===== config.mk =====
export PLATFORM = sky130hd
export DESIGN_NAME = dbg_mem_dump_reader
export DESIGN_NICKNAME = d
export VERILOG_FILES = /design/src/rtl/dbg_mem_dump_reader.sv
export SDC_FILE = /design/constraint.sdc
export NUM_CORES = 1
export LEC_CHECK = 0
export CORE_MARGIN = 4
export CORE_UTILIZATION = 47
export DETAILED_ROUTE_END_ITERATION = 7
export PLACE_DENSITY_LB_ADDON = 0.12
export SYNTH_ARGS = -nofsm -noshare
export SYNTH_HDL_FRONTEND = slang
export SYNTH_SLANG_ARGS = --single-unit

===== constraint.sdc =====
create_clock -name CLK -period 3.9 [get_ports CLK]
set_clock_uncertainty 0.2 [all_clocks]
set_input_delay 0.39 -clock CLK [delete_from_list [all_inputs] [get_ports CLK]]
set_output_delay 0.39 -clock CLK [all_outputs]
set_load 0.005 [all_outputs]

===== src/rtl/dbg_mem_dump_reader.sv =====
// Debug read-back engine: walks IMEM, then DMEM, then the register file
// and hands each word to the logic-analyzer side over a valid/ack handshake.
module dbg_mem_dump_reader #(
    parameter int DATA_WIDTH = 32,
    parameter int IMEM_DEPTH = 16,
    parameter int DMEM_DEPTH = 16,
    parameter int REG_COUNT  = 32,
    parameter int ADDR_WIDTH = 5
) (
    input  logic                  CLK,
    input  logic                  RST,
    input  logic                  start,
    input  logic                  abort,
    input  logic                  out_ack,
    output logic                  out_valid,
    output logic [DATA_WIDTH-1:0] out_data,
    output logic [1:0]            out_sel,
    output logic [ADDR_WIDTH-1:0] out_addr,
    output logic                  busy,
    output logic                  done,
    output logic                  rd_en,
    output logic [1:0]            rd_sel,
    output logic [ADDR_WIDTH-1:0] rd_addr,
    input  logic [DATA_WIDTH-1:0] rd_data
);

    localparam logic [ADDR_WIDTH-1:0] IMEM_LAST = ADDR_WIDTH'(IMEM_DEPTH - 1);
    localparam logic [ADDR_WIDTH-1:0] DMEM_LAST = ADDR_WIDTH'(DMEM_DEPTH - 1);
    localparam logic [ADDR_WIDTH-1:0] REG_LAST  = ADDR_WIDTH'(REG_COUNT - 1);

    localparam logic [1:0] SEL_IMEM = 2'd0;
    localparam logic [1:0] SEL_DMEM = 2'd1;
    localparam logic [1:0] SEL_REGS = 2'd2;

    typedef enum logic [2:0] {
        IDLE,
        REQ,
        CAPT,
        PRESENT,
        DONE
    } state_t;

    state_t                  state_q;
    logic [1:0]              sel_q;
    logic [ADDR_WIDTH-1:0]   addr_q;
    logic                    out_valid_q;
    logic [DATA_WIDTH-1:0]   out_data_q;
    logic [1:0]              out_sel_q;
    logic [ADDR_WIDTH-1:0]   out_addr_q;
    logic                    busy_q;
    logic                    done_q;
    logic                    rd_en_q;
    logic [1:0]              rd_sel_q;
    logic [ADDR_WIDTH-1:0]   rd_addr_q;

    logic [ADDR_WIDTH-1:0]   last_addr_d;
    logic                    region_end_d;
    logic                    dump_end_d;
    logic [1:0]              sel_d;
    logic [ADDR_WIDTH-1:0]   addr_d;

    // Next scan position: step within a region, else move to the next one.
    always_comb begin
        last_addr_d  = REG_LAST;
        region_end_d = 1'b0;
        dump_end_d   = 1'b0;
        sel_d        = sel_q;
        addr_d       = addr_q + ADDR_WIDTH'(1);
        if (sel_q == SEL_IMEM) begin
            last_addr_d = IMEM_LAST;
        end else if (sel_q == SEL_DMEM) begin
            last_addr_d = DMEM_LAST;
        end
        region_end_d = (addr_q == last_addr_d);
        dump_end_d   = region_end_d && (sel_q >= SEL_REGS);
        if (region_end_d) begin
            sel_d  = sel_q + 2'd1;
            addr_d = '0;
        end
    end

    // Scan FSM; every output is a register updated here.
    always_ff @(posedge CLK or posedge RST) begin
        if (RST) begin
            state_q     <= IDLE;
            sel_q       <= '0;
            addr_q      <= '0;
            out_valid_q <= 1'b0;
            out_data_q  <= '0;
            out_sel_q   <= '0;
            out_addr_q  <= '0;
            busy_q      <= 1'b0;
            done_q      <= 1'b0;
            rd_en_q     <= 1'b0;
            rd_sel_q    <= '0;
            rd_addr_q   <= '0;
        end else if (abort && state_q != IDLE) begin
            state_q     <= IDLE;
            out_valid_q <= 1'b0;
            busy_q      <= 1'b0;
            done_q      <= 1'b0;
            rd_en_q     <= 1'b0;
        end else begin
            unique case (state_q)
                IDLE: begin
                    done_q <= 1'b0;
                    if (start && !abort) begin
                        state_q   <= REQ;
                        sel_q     <= SEL_IMEM;
                        addr_q    <= '0;
                        busy_q    <= 1'b1;
                        rd_en_q   <= 1'b1;
                        rd_sel_q  <= SEL_IMEM;
                        rd_addr_q <= '0;
                    end
                end
                REQ: begin
                    rd_en_q <= 1'b0;
                    state_q <= CAPT;
                end
                CAPT: begin
                    out_data_q  <= rd_data;
                    out_sel_q   <= sel_q;
                    out_addr_q  <= addr_q;
                    out_valid_q <= 1'b1;
                    state_q     <= PRESENT;
                end
                PRESENT: begin
                    if (out_ack) begin
                        out_valid_q <= 1'b0;
                        if (dump_end_d) begin
                            done_q  <= 1'b1;
                            state_q <= DONE;
                        end else begin
                            sel_q     <= sel_d;
                            addr_q    <= addr_d;
                            rd_en_q   <= 1'b1;
                            rd_sel_q  <= sel_d;
                            rd_addr_q <= addr_d;
                            state_q   <= REQ;
                        end
                    end
                end
                DONE: begin
                    done_q  <= 1'b0;
                    busy_q  <= 1'b0;
                    state_q <= IDLE;
                end
                default: begin
                    state_q <= IDLE;
                end
            endcase
        end
    end

    assign out_valid = out_valid_q;
    assign out_data  = out_data_q;
    assign out_sel   = out_sel_q;
    assign out_addr  = out_addr_q;
    assign busy      = busy_q;
    assign done      = done_q;
    assign rd_en     = rd_en_q;
    assign rd_sel    = rd_sel_q;
    assign rd_addr   = rd_addr_q;

endmodule


After elaboration in Yosys (flattened, before gate mapping)
Cells that the tools add are included.

storage, ports and cells
  flip-flop bits (word level) = 53
  input bits = 37
  output and inout bits = 50
  logic and storage cells = 80

cells by class
  add/sub/neg operators = 2
  $lt $le $gt $ge = 1
  equality and inequality tests = 14
  mux-type cells = 31
  bitwise operators = 1
  reductions and logical operators = 21

operator list
  cell                   count
  $mux W5                6
  $mux W3                4
  $ne A3 B3 Y1 const B   4
  $pmux W3 S4            1
  $reduce_bool A3 Y1     4
  $mux W1                10
  $pmux W5 S2            1
  $mux W2                4
  $reduce_and A2 Y1      4
  $eq A3 B2 Y1 const B   2
  $ne A2 B2 Y1 const B   3
  $pmux W1 S2            3
  $reduce_and A6 Y1      1
  $add A5 B1 Y5 const B  1
  $eq A5 B5 Y1           1
  $reduce_and A5 Y1      1
  $ne A4 B4 Y1 const B   1
  $pmux W2 S2            1
  $reduce_and A4 Y1      1
  $reduce_bool A4 Y1     1
  $eq A3 B1 Y1 const B   1
  $eq A3 B3 Y1 const B   1
  $logic_and A1 B1 Y1    3
  $logic_not A3 Y1       1
  other kinds (10)       10

Logic depth before layout (Yosys ltp)
  depth in word-level cells = 9
  gate-level depth with buffers = 6

Worst setup path after synthesis
OpenSTA, ideal clock, no wires.

  path kind = reg-to-reg
  start point = register rd_sel[0] (netlist name)
  end point = register rd_sel_q[0], in the netlist rd_sel[0]
  library setup time = 0.078 ns
  arrival = 1.848 ns
  path slack = 1.774 ns
  cell stages (with the launch flop) = 7
  buffers on the path = 0
  period minus slack after synthesis = 2.126 ns
  cell sequence = dfrtp_1 inv_1 ha_1 o21a_1 or4_4 a2111oi_2 o21bai_1

RTL lines
  item                    line  text
  end signal: assignment  138   rd_sel_q <= sel_d;
  end: declaration        53    logic [1:0] rd_sel_q;

==> flow_metrics.py <==
metrics = {
    "run_status": {
        "status": "complete, no violations",
    },
    "layout": {
        "stdcell_area_mm2": 0.003328,
        "area_growth_pct": 44.64,
        "nNetsFinal": 300,
        "antenna_cells": 0,
        "fin_util_pct": 70.46,
        "drive_above_1_share_pct": 21.15,
    },
    "cts": {
        "cts_num_sinks": 53,
        "clk_latency_ps": 300,
        "postCtsSetupBuffers": 0,
        "cts_hold_buf": 0,
        "root_buffer": "clkbuf_8",
        "cts_max_level": 2,
        "cts_buffers": 5,
        "ctsResizeCount": 0,
        "cts_tree": "yes",
        "path_clk_slew_ps": 100,
        "clock_path_buffers": 2,
    },
    "job": {
        "max-cap-violations": 0,
    },
    "power_and_ir_drop": {
        "peakVddDrop_mv": 0.2585,
        "cellPowerDensity_mw_per_mm2": 481.6,
        "p_leak_uw": 0.001387,
        "total_power_uw": 1603,
    },
    "synth": {
        "ys_async_sr_fraction_pct": 100.0,
        "synth_cell_types": 42,
        "yosysTopAreaCellShare_pct": 57.64,
        "synthesis.nets": 213,
        "synth_edf_count": 0,
        "synth_area_leaders": "dfrtp_1 58%, mux2_2 18%, ha_1 2.2%, inv_1 1.8%, mux2i_1 1.3%",
        "ys_seq_area_share_pct": 57.64,
        "synth-seq-cells": 53,
        "netlist_instances": 172,
        "synth.avg_cell_area_um2": 13.38,
        "yosys_warnings": 0,
        "synth.most_common_cell": "dfrtp_1",
        "yosys_most_used_dff": "dfrtp_1",
        "ys_top_cells_by_count": "53 x dfrtp_1, 37 x mux2_2, 11 x inv_1",
        "synth.cell_area_mm2": 0.002301,
        "yosysTopAreaCell": "dfrtp_1",
    },
    "die": {
        "core_area_mm2": 0.004723,
        "dieWidth_um": 77.97,
        "start_util_pct": 48.72,
        "die-area_mm2": 0.006079,
        "pin_count": 87,
        "rows": 25,
        "die_h_um": 77.97,
    },
    "grt": {
        "antenna_found_initial": 0,
        "grtUsageTotal_pct": 16.89,
        "grt_overflow": 0,
        "grt_pass1_vias": 1685,
        "grt_start_max_net_pins": 54,
        "grt_pass1_wl_um": 8217,
    },
    "worst_setup_path": {
        "reg2reg_to": "rd_sel[0]",
        "startpoint_type": "register",
        "r2r_cells": 6,
        "end_kind": "register",
        "slowest_delay_ps": 530,
        "cp_max_fo": 5,
        "criticalPathCategory": "register to register",
        "timing.rr.start": "rd_sel[0]",
        "arrival_ps": 2370,
        "required_ps": 3930,
        "worstPathCellList": "inv_1 > ha_1 > o21a_1 > or4_4 > a2111oi_2 > o21bai_1",
        "cp_slowest_cell": "or4_4",
        "r2r_slack_ps": 1560,
    },
    "route": {
        "drc": 0,
        "wire_per_inst_um": 14.81,
        "totalWireLength_um": 4844,
        "topRoutingLayerUsed": "met4",
        "wl_met3_um": 343,
        "viasPerCell": 5.061,
        "wl_met1_um": 2195,
        "num_vias": 1655,
        "wl_met2_um": 2262,
        "drtIter0Drc": 58,
        "antenna_left": 0,
        "first_pass_iters": 4,
    },
    "min_path": {
        "hold_end": "out_data[24]",
        "holdCritStartpoint": "out_data[24]",
        "min_path_type": "register to register",
        "whs_path_depth": 1,
    },
    "timing": {
        "finalHoldViolations": 0,
        "tns_ps": 0,
        "rsz0062_at_grt": "false",
        "max_slew.worst_pin.slew_ps": 1097,
        "fmax_ghz": 0.4277,
        "post-route-min-period_ps": 2338,
        "setup_viol": 0,
        "slew_viol_final": 0,
        "slew_headroom_pct": 26.73,
        "period_share_pct": 59.96,
        "timing.final.ws_setup_ps": 1562,
    },
    "placed_design": {
        "port_buffers": 86,
        "dpl_cell_area_mm2": 0.003216,
        "globalplace.congestion": 0.8330,
        "dp_hpwl_um": 3517,
        "pre_cts_ws_ps": 1240,
    },
}
==> worst max path at each step <==
stage	endpoint	slack (ps)	start	cells after the start
floorplan	rd_sel[0]	1770	rd_sel[0]	6
global placement	out_data[14]	1270	abort	4
detailed placement	out_data[18]	1240	abort	4
CTS	rd_sel[0]	1560	rd_sel[0]	6
global route	rd_addr[4]	1380	rd_sel[0]	6
finish	rd_sel[0]	1560	rd_sel[0]	6
==> stage by stage <==
step,hold WS (ps),instances
3_5_place_dp,276.0,319
2_1_floorplan,262.5,172
4_1_cts,299.9,327
3_3_place_gp,267.9,319
6_report,292.3,327
5_1_grt,331.0,327
==> layout make-up <==
| cell class | instances | area [um2] |
|---|---|---|
| inverters | 11 | 41.29 |
| fillers | 368 | 1395 |
| repair buffers | 86 | 860.8 |
| well taps | 67 | 83.83 |
| clock buffers | 5 | 68.82 |
| multi-input cells | 102 | 903.4 |
| flip-flops and latches | 53 | 1326 |
| clock inverters | 3 | 43.79 |
==> cells in the final DEF (no fill, tap or decap), types with 2 or more instances in the layout <==
| cell type | count |
|---|---|
| nand3_1 | 3 |
| a211oi_1 | 2 |
| and3_2 | 2 |
| o21ai_1 | 2 |
| mux2_1 | 2 |
| a21oi_1 | 3 |
| clkbuf_8 | 5 |
| clkdlybuf4s50_1 | 86 |
| nand2_1 | 7 |
| mux2i_1 | 3 |
| mux2_2 | 37 |
| dfrtp_1 | 53 |
| nor3_1 | 2 |
| nor2_1 | 6 |
| o21ai_0 | 3 |
| ha_1 | 4 |
| inv_1 | 10 |
| o32ai_1 | 3 |
==> report_power, final <==
part | leakage [uW] | switching [uW] | total (uW) | internal [uW]
Sequential | 0.000665 | 70.6 | 750 | 679
Clock | 0.0000585 | 179 | 372 | 192
Combinational | 0.000663 | 134 | 481 | 347
==> routing by layer <==
layer	up-vias	GRT usage, %
met2	55	26.63
met4	0	3.846
met3	5	5.800
met5	-	0
met1	799	22.59
li1	796	-
==> worst max-delay path, delay by kind of cell (launching register included) <==
kind / cells / cell delay [ps]
compound gates: 3 / 700
buf+inv: 1 / 120
simple gates: 1 / 530
fa+ha+maj: 1 / 250
flops: 1 / 460
==> cell families after synthesis <==
family | count (synthesis) | synth area share (%)
flops | 53 | 57.64
mux | 42 | 20.39
simple gates | 31 | 8.593
compound gates | 25 | 8.048
buf+inv | 17 | 3.154
fa+ha+maj | 4 | 2.175
==> state kept, by name, indices dropped and copies added (netlist names) <==
register	count
out_addr	5
out_valid	1
state_q	3
rd_en	1
out_data	32
busy	1
out_sel	2
done	1
rd_sel	2
rd_addr	5
Note: power is estimated with default switching activity, not from simulation.
==> RTL change 1: new RTL, config.mk and constraints unchanged <==
`ADDR_WIDTH`: 5 -> 6.
--- a/src/rtl/dbg_mem_dump_reader.sv
+++ b/src/rtl/dbg_mem_dump_reader.sv
@@ -5,7 +5,7 @@
     parameter int IMEM_DEPTH = 16,
     parameter int DMEM_DEPTH = 16,
     parameter int REG_COUNT  = 32,
-    parameter int ADDR_WIDTH = 5
+    parameter int ADDR_WIDTH = 6
 ) (
     input  logic                  CLK,
     input  logic                  RST,
Ports: changed (resized out_addr and rd_addr); port bits go from 87 to 89. The function was not compared with the original's and may differ.
==> RTL change 1 against the original RTL <==
Sequential power up 27%; final area is 2.5% higher; sequential cell count increased by 2; wire length grew 4.4%; worst setup slack better by 0.042 ns; synthesized cell count up 3.5%; die area up 2.7%; area after synthesis up 3.0%; total power grew 37%; count of clock-buffer cells in the layout grew 2; critical path type unchanged; largest power group unchanged; highest routed layer unchanged.
==> RTL change 1: results (changes against the original RTL) <==
Run status
  • Status: complete, no violations

Global route
  • Global-route wire length before repair: 8320 microns (+1.3%)
  • Total track usage: 0.170 (+0.00114)
  • Largest net degree at the start of global routing: 44 (-19%)

Setup path
  • Worst setup path startpoint: state_q[1]$_DFFE_PP0P_
  • Worst Path Max Fanout: 15 (+10)
  • Slowest-stage cell, CP: dfrtp_1
  • Worst stage delay on the critical path: 0.55 ns (+0.02 ns)
  • Crit path DAT: 2.29 ns (-0.08 ns)

Detailed routing
  • Avg WL per Cell: 15.0 microns (+1.3%)
  • Drt total wl: 5060 microns (+4.4%)
  • Initial drt markers: 87 (+50%)
  • Routed vias: 1,748 (+5.6%)
  • DR pass1 iterations: 5 (+1)

Placed design
  • Dpl cells: 329 (+3.1%)
  • Port Buffers: 88 (+2.3%)
  • GPL Wtd Cong: 0.801 (-3.8%)
  • Setup slack at placement: 1.33 ns (+0.0873 ns)
  • HPWL after detailed placement: 3770 microns (+7.3%)
  • Post-DP Area: 3330 sq um (+3.6%)

Clock network
  • Clock-pin slew on the worst setup and hold paths: 0.09 ns
  • Htree depth: 2 (unchanged)
  • CTS Buffer Depth: 2 (unchanged)
  • Root Buffer: clkbuf_8
  • CTS buffer count: 5 (unchanged)

Power
  • Net switching power: 0.612 mW (+59%)
  • Max IR drop VDD: 361 uV (+40%)
  • Lkg Pwr: 1.43 nW (+3.2%)

Logic synthesis
  • Synth Area in XOR/XNOR: 0.0111 (+0.0111)
  • Sequential fraction of the synthesis area: 0.581 (+0.00438)
  • Synthesized net count: 217 (+1.9%)
  • Post-synthesis mux area share: 0.199 (-0.00487)
  • Adder-cell area share of the yosys netlist: 0.0106 (-0.0112)
  • Most frequent cells after synthesis: dfrtp_1, mux2_2, inv_1
  • Distinct cells, synth: 40 (-4.8%)
  • Synth top area cells: dfrtp_1, mux2_2, mux2_1
  • Compound-Gate Fraction of Synth Area: 0.0866 (+0.00611)
  • Mapped Cells: 178 (+3.5%)

Cells and area
  • Final Cell Area: 3410 sq um (+2.5%)
  • Fill cells: 380 (+3.3%)
  • Nets@finish: 308 (+2.7%)
  • Layout cell share with drive strength beyond 1: 0.196 (-0.0152)

Min path
  • Hold Crit Start: out_data[20]$_DFFE_PP0P_

STA
  • Relative slew margins: 0.420 (+0.152)
-- RTL change 1: cell count changes in the layout (fill, tap and decap cells not counted), sizes merged, moves of 3 or more --
cell / unedited run / this run
buf: 0 / 3
inv: 12 / 8
a2bb2oi: 0 / 3
o211ai: 0 / 3
or3: 1 / 5
nand2: 7 / 4
-- RTL change 1: area by class of cell --
| class | count | share of cell area |
|---|---|---|
| sequential | 55 | 0.403 |
| multi-input combinational | 108 | 0.275 |
| timing repair buffer | 91 | 0.265 |
| tap | 67 | 0.0246 |
| clock buffer | 7 | 0.0224 |
| inverter | 8 | 0.00880 |
| clock inverter | 1 | 0.00147 |
-- RTL change 1: per-layer routing --
metal,part of all wire,track usage,wire length (microns),vias up
met5,0,0,0,-
met4,0.013,0.0498,66,0
met3,0.079,0.0578,400,10
met2,0.47,0.259,2360,73
met1,0.44,0.231,2230,829
li1,-,-,-,836
-- RTL change 1: power by group through the flow --
stage / sequential [mW] / clock, mW / combinational, mW
3_5_place_dp: 0.973 / 0 / 0.946
6_report: 0.956 / 0.302 / 0.931
4_1_cts: 0.960 / 0.308 / 0.950
5_1_grt: 0.999 / 0.334 / 1.01
3_3_place_gp: 0.963 / 0 / 0.931
2_1_floorplan: 0.959 / 0 / 0.380
-- RTL change 1: final timing paths --
kind / slack (ns) / endpoint / cells after the start
worst max-delay path: 1.60 / rd_addr[1]$_DFFE_PP0P_ / 4
worst min-delay path: 0.29 / out_data[20]$_DFFE_PP0P_ / 1
worst max register to register: 1.60 / rd_addr[1]$_DFFE_PP0P_ / 4
worst min register to register: 0.29 / out_data[20]$_DFFE_PP0P_ / 1
max in group asynchronous: 2.41 / out_data[20]$_DFFE_PP0P_ / 3
min in group asynchronous: 0.37 / out_data[15]$_DFFE_PP0P_ / 2
-- RTL change 1: metrics by stage --
step           utilization  hold slack, ns
6_report             0.708           0.294
5_1_grt              0.708           0.322
4_1_cts              0.708           0.298
3_5_place_dp         0.691           0.277
3_3_place_gp         0.691           0.272
2_1_floorplan            -           0.262
-- RTL change 1: cell families after synthesis --
| kind of cell | Yosys count |
|---|---|
| AO/OA/AOI/OAI | 27 |
| XOR/XNOR | 3 |
| adder cells (fa/ha/maj) | 2 |
| buffers and inverters | 15 |
| flip-flops | 55 |
| multiplexers | 42 |
| AND/OR/NAND/NOR | 34 |
-- RTL change 1: worst max-delay path: cells and delay by family, from the launching register on --
kind,cells,cell delay (ns)
AND/OR/NAND/NOR,1,0.41
flip-flops,1,0.55
multiplexers,1,0.38
AO/OA/AOI/OAI,2,0.65
==> RTL change 2: new RTL, config.mk and constraints unchanged <==
Without the edit above. Make the reset (`RST`) synchronous in one clocked block.
--- a/src/rtl/dbg_mem_dump_reader.sv
+++ b/src/rtl/dbg_mem_dump_reader.sv
@@ -80,7 +80,7 @@
     end
 
     // Scan FSM; every output is a register updated here.
-    always_ff @(posedge CLK or posedge RST) begin
+    always_ff @(posedge CLK) begin
         if (RST) begin
             state_q     <= IDLE;
             sel_q       <= '0;
Formal check against the unedited RTL: differs if RST is asserted again (counterexample within 4 cycles, from zero or initial values and one cycle with RST high); with RST held inactive, the same outputs for 10 cycles.
==> RTL change 2 against the original RTL <==
Area after synthesis down 6.2%; critical path depth unchanged; worst setup slack better by 0.18 ns; final area down 7.3%; wire length up 10%; sequential cell count unchanged.
Power is not compared: it rests on default switching activity, and its combinational part moved more than twofold at a synthesized area within 25%.
==> RTL change 2: results (changes against the original RTL) <==
Detailed routing
  • Drt total wl: 5340 microns (+10%)
  • Initial drt markers: 123 (+110%)
  • Routed vias: 2,081 (+26%)

Placed design
  • HPWL after detailed placement: 3570 microns (+1.6%)
  • GPL Wtd Cong: 0.815 (-2.2%)
  • Post-DP Area: 2980 sq um (-7.3%)

Setup path
  • Crit path DAT: 2.12 ns (-0.25 ns)
  • Worst setup path startpoint: rd_sel[0]$_SDFFE_PP0P_
  • Reg-to-reg setup timing slack: 1.74 ns (+0.18 ns)
  • Slowest-stage cell, CP: o311ai_0
  • Worst stage delay on the critical path: 0.47 ns (-0.06 ns)
  • Worst Path Max Fanout: 11 (+6)
  • Critical Path Sink: rd_sel[0]$_SDFFE_PP0P_
  • Reg2Reg Depth: 6 (unchanged)

Cells and area
  • Nets@finish: 382 (+27%)
  • Fill cells: 384 (+4.3%)

Clock network
  • Postcts setup bufs: 0 (unchanged)
  • Clock latency on the worst-skew pair: 0.30 ns (about the same)

Global route
  • Number of global-route vias before repair: 1,835 (+8.9%)
  • Total track usage: 0.187 (+0.0180)
  • Global-route wire length before repair: 8250 microns (+0.34%)
  • Largest net degree at the start of global routing: 49 (-9.3%)

Logic synthesis
  • Async SR Flop Fraction: 0 (-1.00)
  • Most frequent cells after synthesis: nand2_1, dfxtp_1, a21oi_1
  • Synth top area cells: dfxtp_1, nand2_1, a21oi_1
  • Distinct cells, synth: 44 (+4.8%)
  • Synthesized net count: 306 (+44%)
  • Syn. warnings: 0 (unchanged)

STA
  • Worst slew pin tran: 0.896 ns (-0.202 ns)

Run status
  • Status: complete, no violations

Power
  • Max IR drop VDD: 213 uV
RTL change 2: worst min path at each step:
stage | start | endpoint | cells past startpoint
after floorplan | out_addr[0]$_SDFFE_PP0P_ | out_addr[0]$_SDFFE_PP0P_ | 2
after global placement | out_addr[4]$_SDFFE_PP0P_ | out_addr[4]$_SDFFE_PP0P_ | 2
after detailed placement | out_data[3]$_SDFFE_PP0P_ | out_data[3]$_SDFFE_PP0P_ | 2
after CTS | out_data[3]$_SDFFE_PP0P_ | out_data[3]$_SDFFE_PP0P_ | 2
after global routing | out_data[2]$_SDFFE_PP0P_ | out_data[2]$_SDFFE_PP0P_ | 2
final | out_data[3]$_SDFFE_PP0P_ | out_data[3]$_SDFFE_PP0P_ | 2
RTL change 2: per-stage QoR:
step                      hold WS, ns  worst slack [ns]  instances  power, mW
after floorplan                 0.253              2.01        267      0.712
after global placement          0.241              1.65        388      0.808
after detailed placement        0.246              1.59        388      0.809
after CTS                       0.260              1.73        395       1.16
after global routing            0.277              1.62        395       1.20
final                           0.257              1.74        395       1.15
RTL change 2: cell type report:
cell class | instances | area [sq um] | area share
Sequential cell | 53 | 1060 | 0.344
Inverter | 4 | 15.0 | 0.00487
Tap cell | 52 | 65.1 | 0.0211
Multi-Input combinational cell | 191 | 968 | 0.314
Timing Repair Buffer | 88 | 871 | 0.282
Clock buffer | 5 | 68.8 | 0.0223
Clock inverter | 2 | 35.0 | 0.0114
RTL change 2: logic make-up after synthesis:
family / after synthesis / synth area share
AND/OR/NAND/NOR: 116 / 0.241
AO/OA/AOI/OAI: 72 / 0.192
flip-flops: 53 / 0.492
buffers and inverters: 23 / 0.0597
adder cells (fa/ha/maj): 2 / 0.0116
XOR/XNOR: 1 / 0.00406
RTL change 2: layer usage:
layer	wire length, microns	share of wire	up-vias	GRT usage
met5	0	0	-	0
met4	74	0.014	0	0.0699
met3	445	0.083	7	0.0594
met2	2430	0.46	61	0.306
met1	2390	0.45	949	0.229
li1	-	-	1064	-
RTL change 2: power breakdown:
part / switching [mW] / leakage [nW] / internal (mW)
clock network: 0.168 / 0.0540 / 0.187
logic: 0.0959 / 0.577 / 0.107
registers: 0.0237 / 0.429 / 0.570
total: 0.287 / 1.06 / 0.863
RTL change 2: tightest hold or removal path, stage by stage, from the launching register on:
cell     delay [ns]
dfxtp_1        0.32
nand2_1        0.05
a21oi_1        0.05
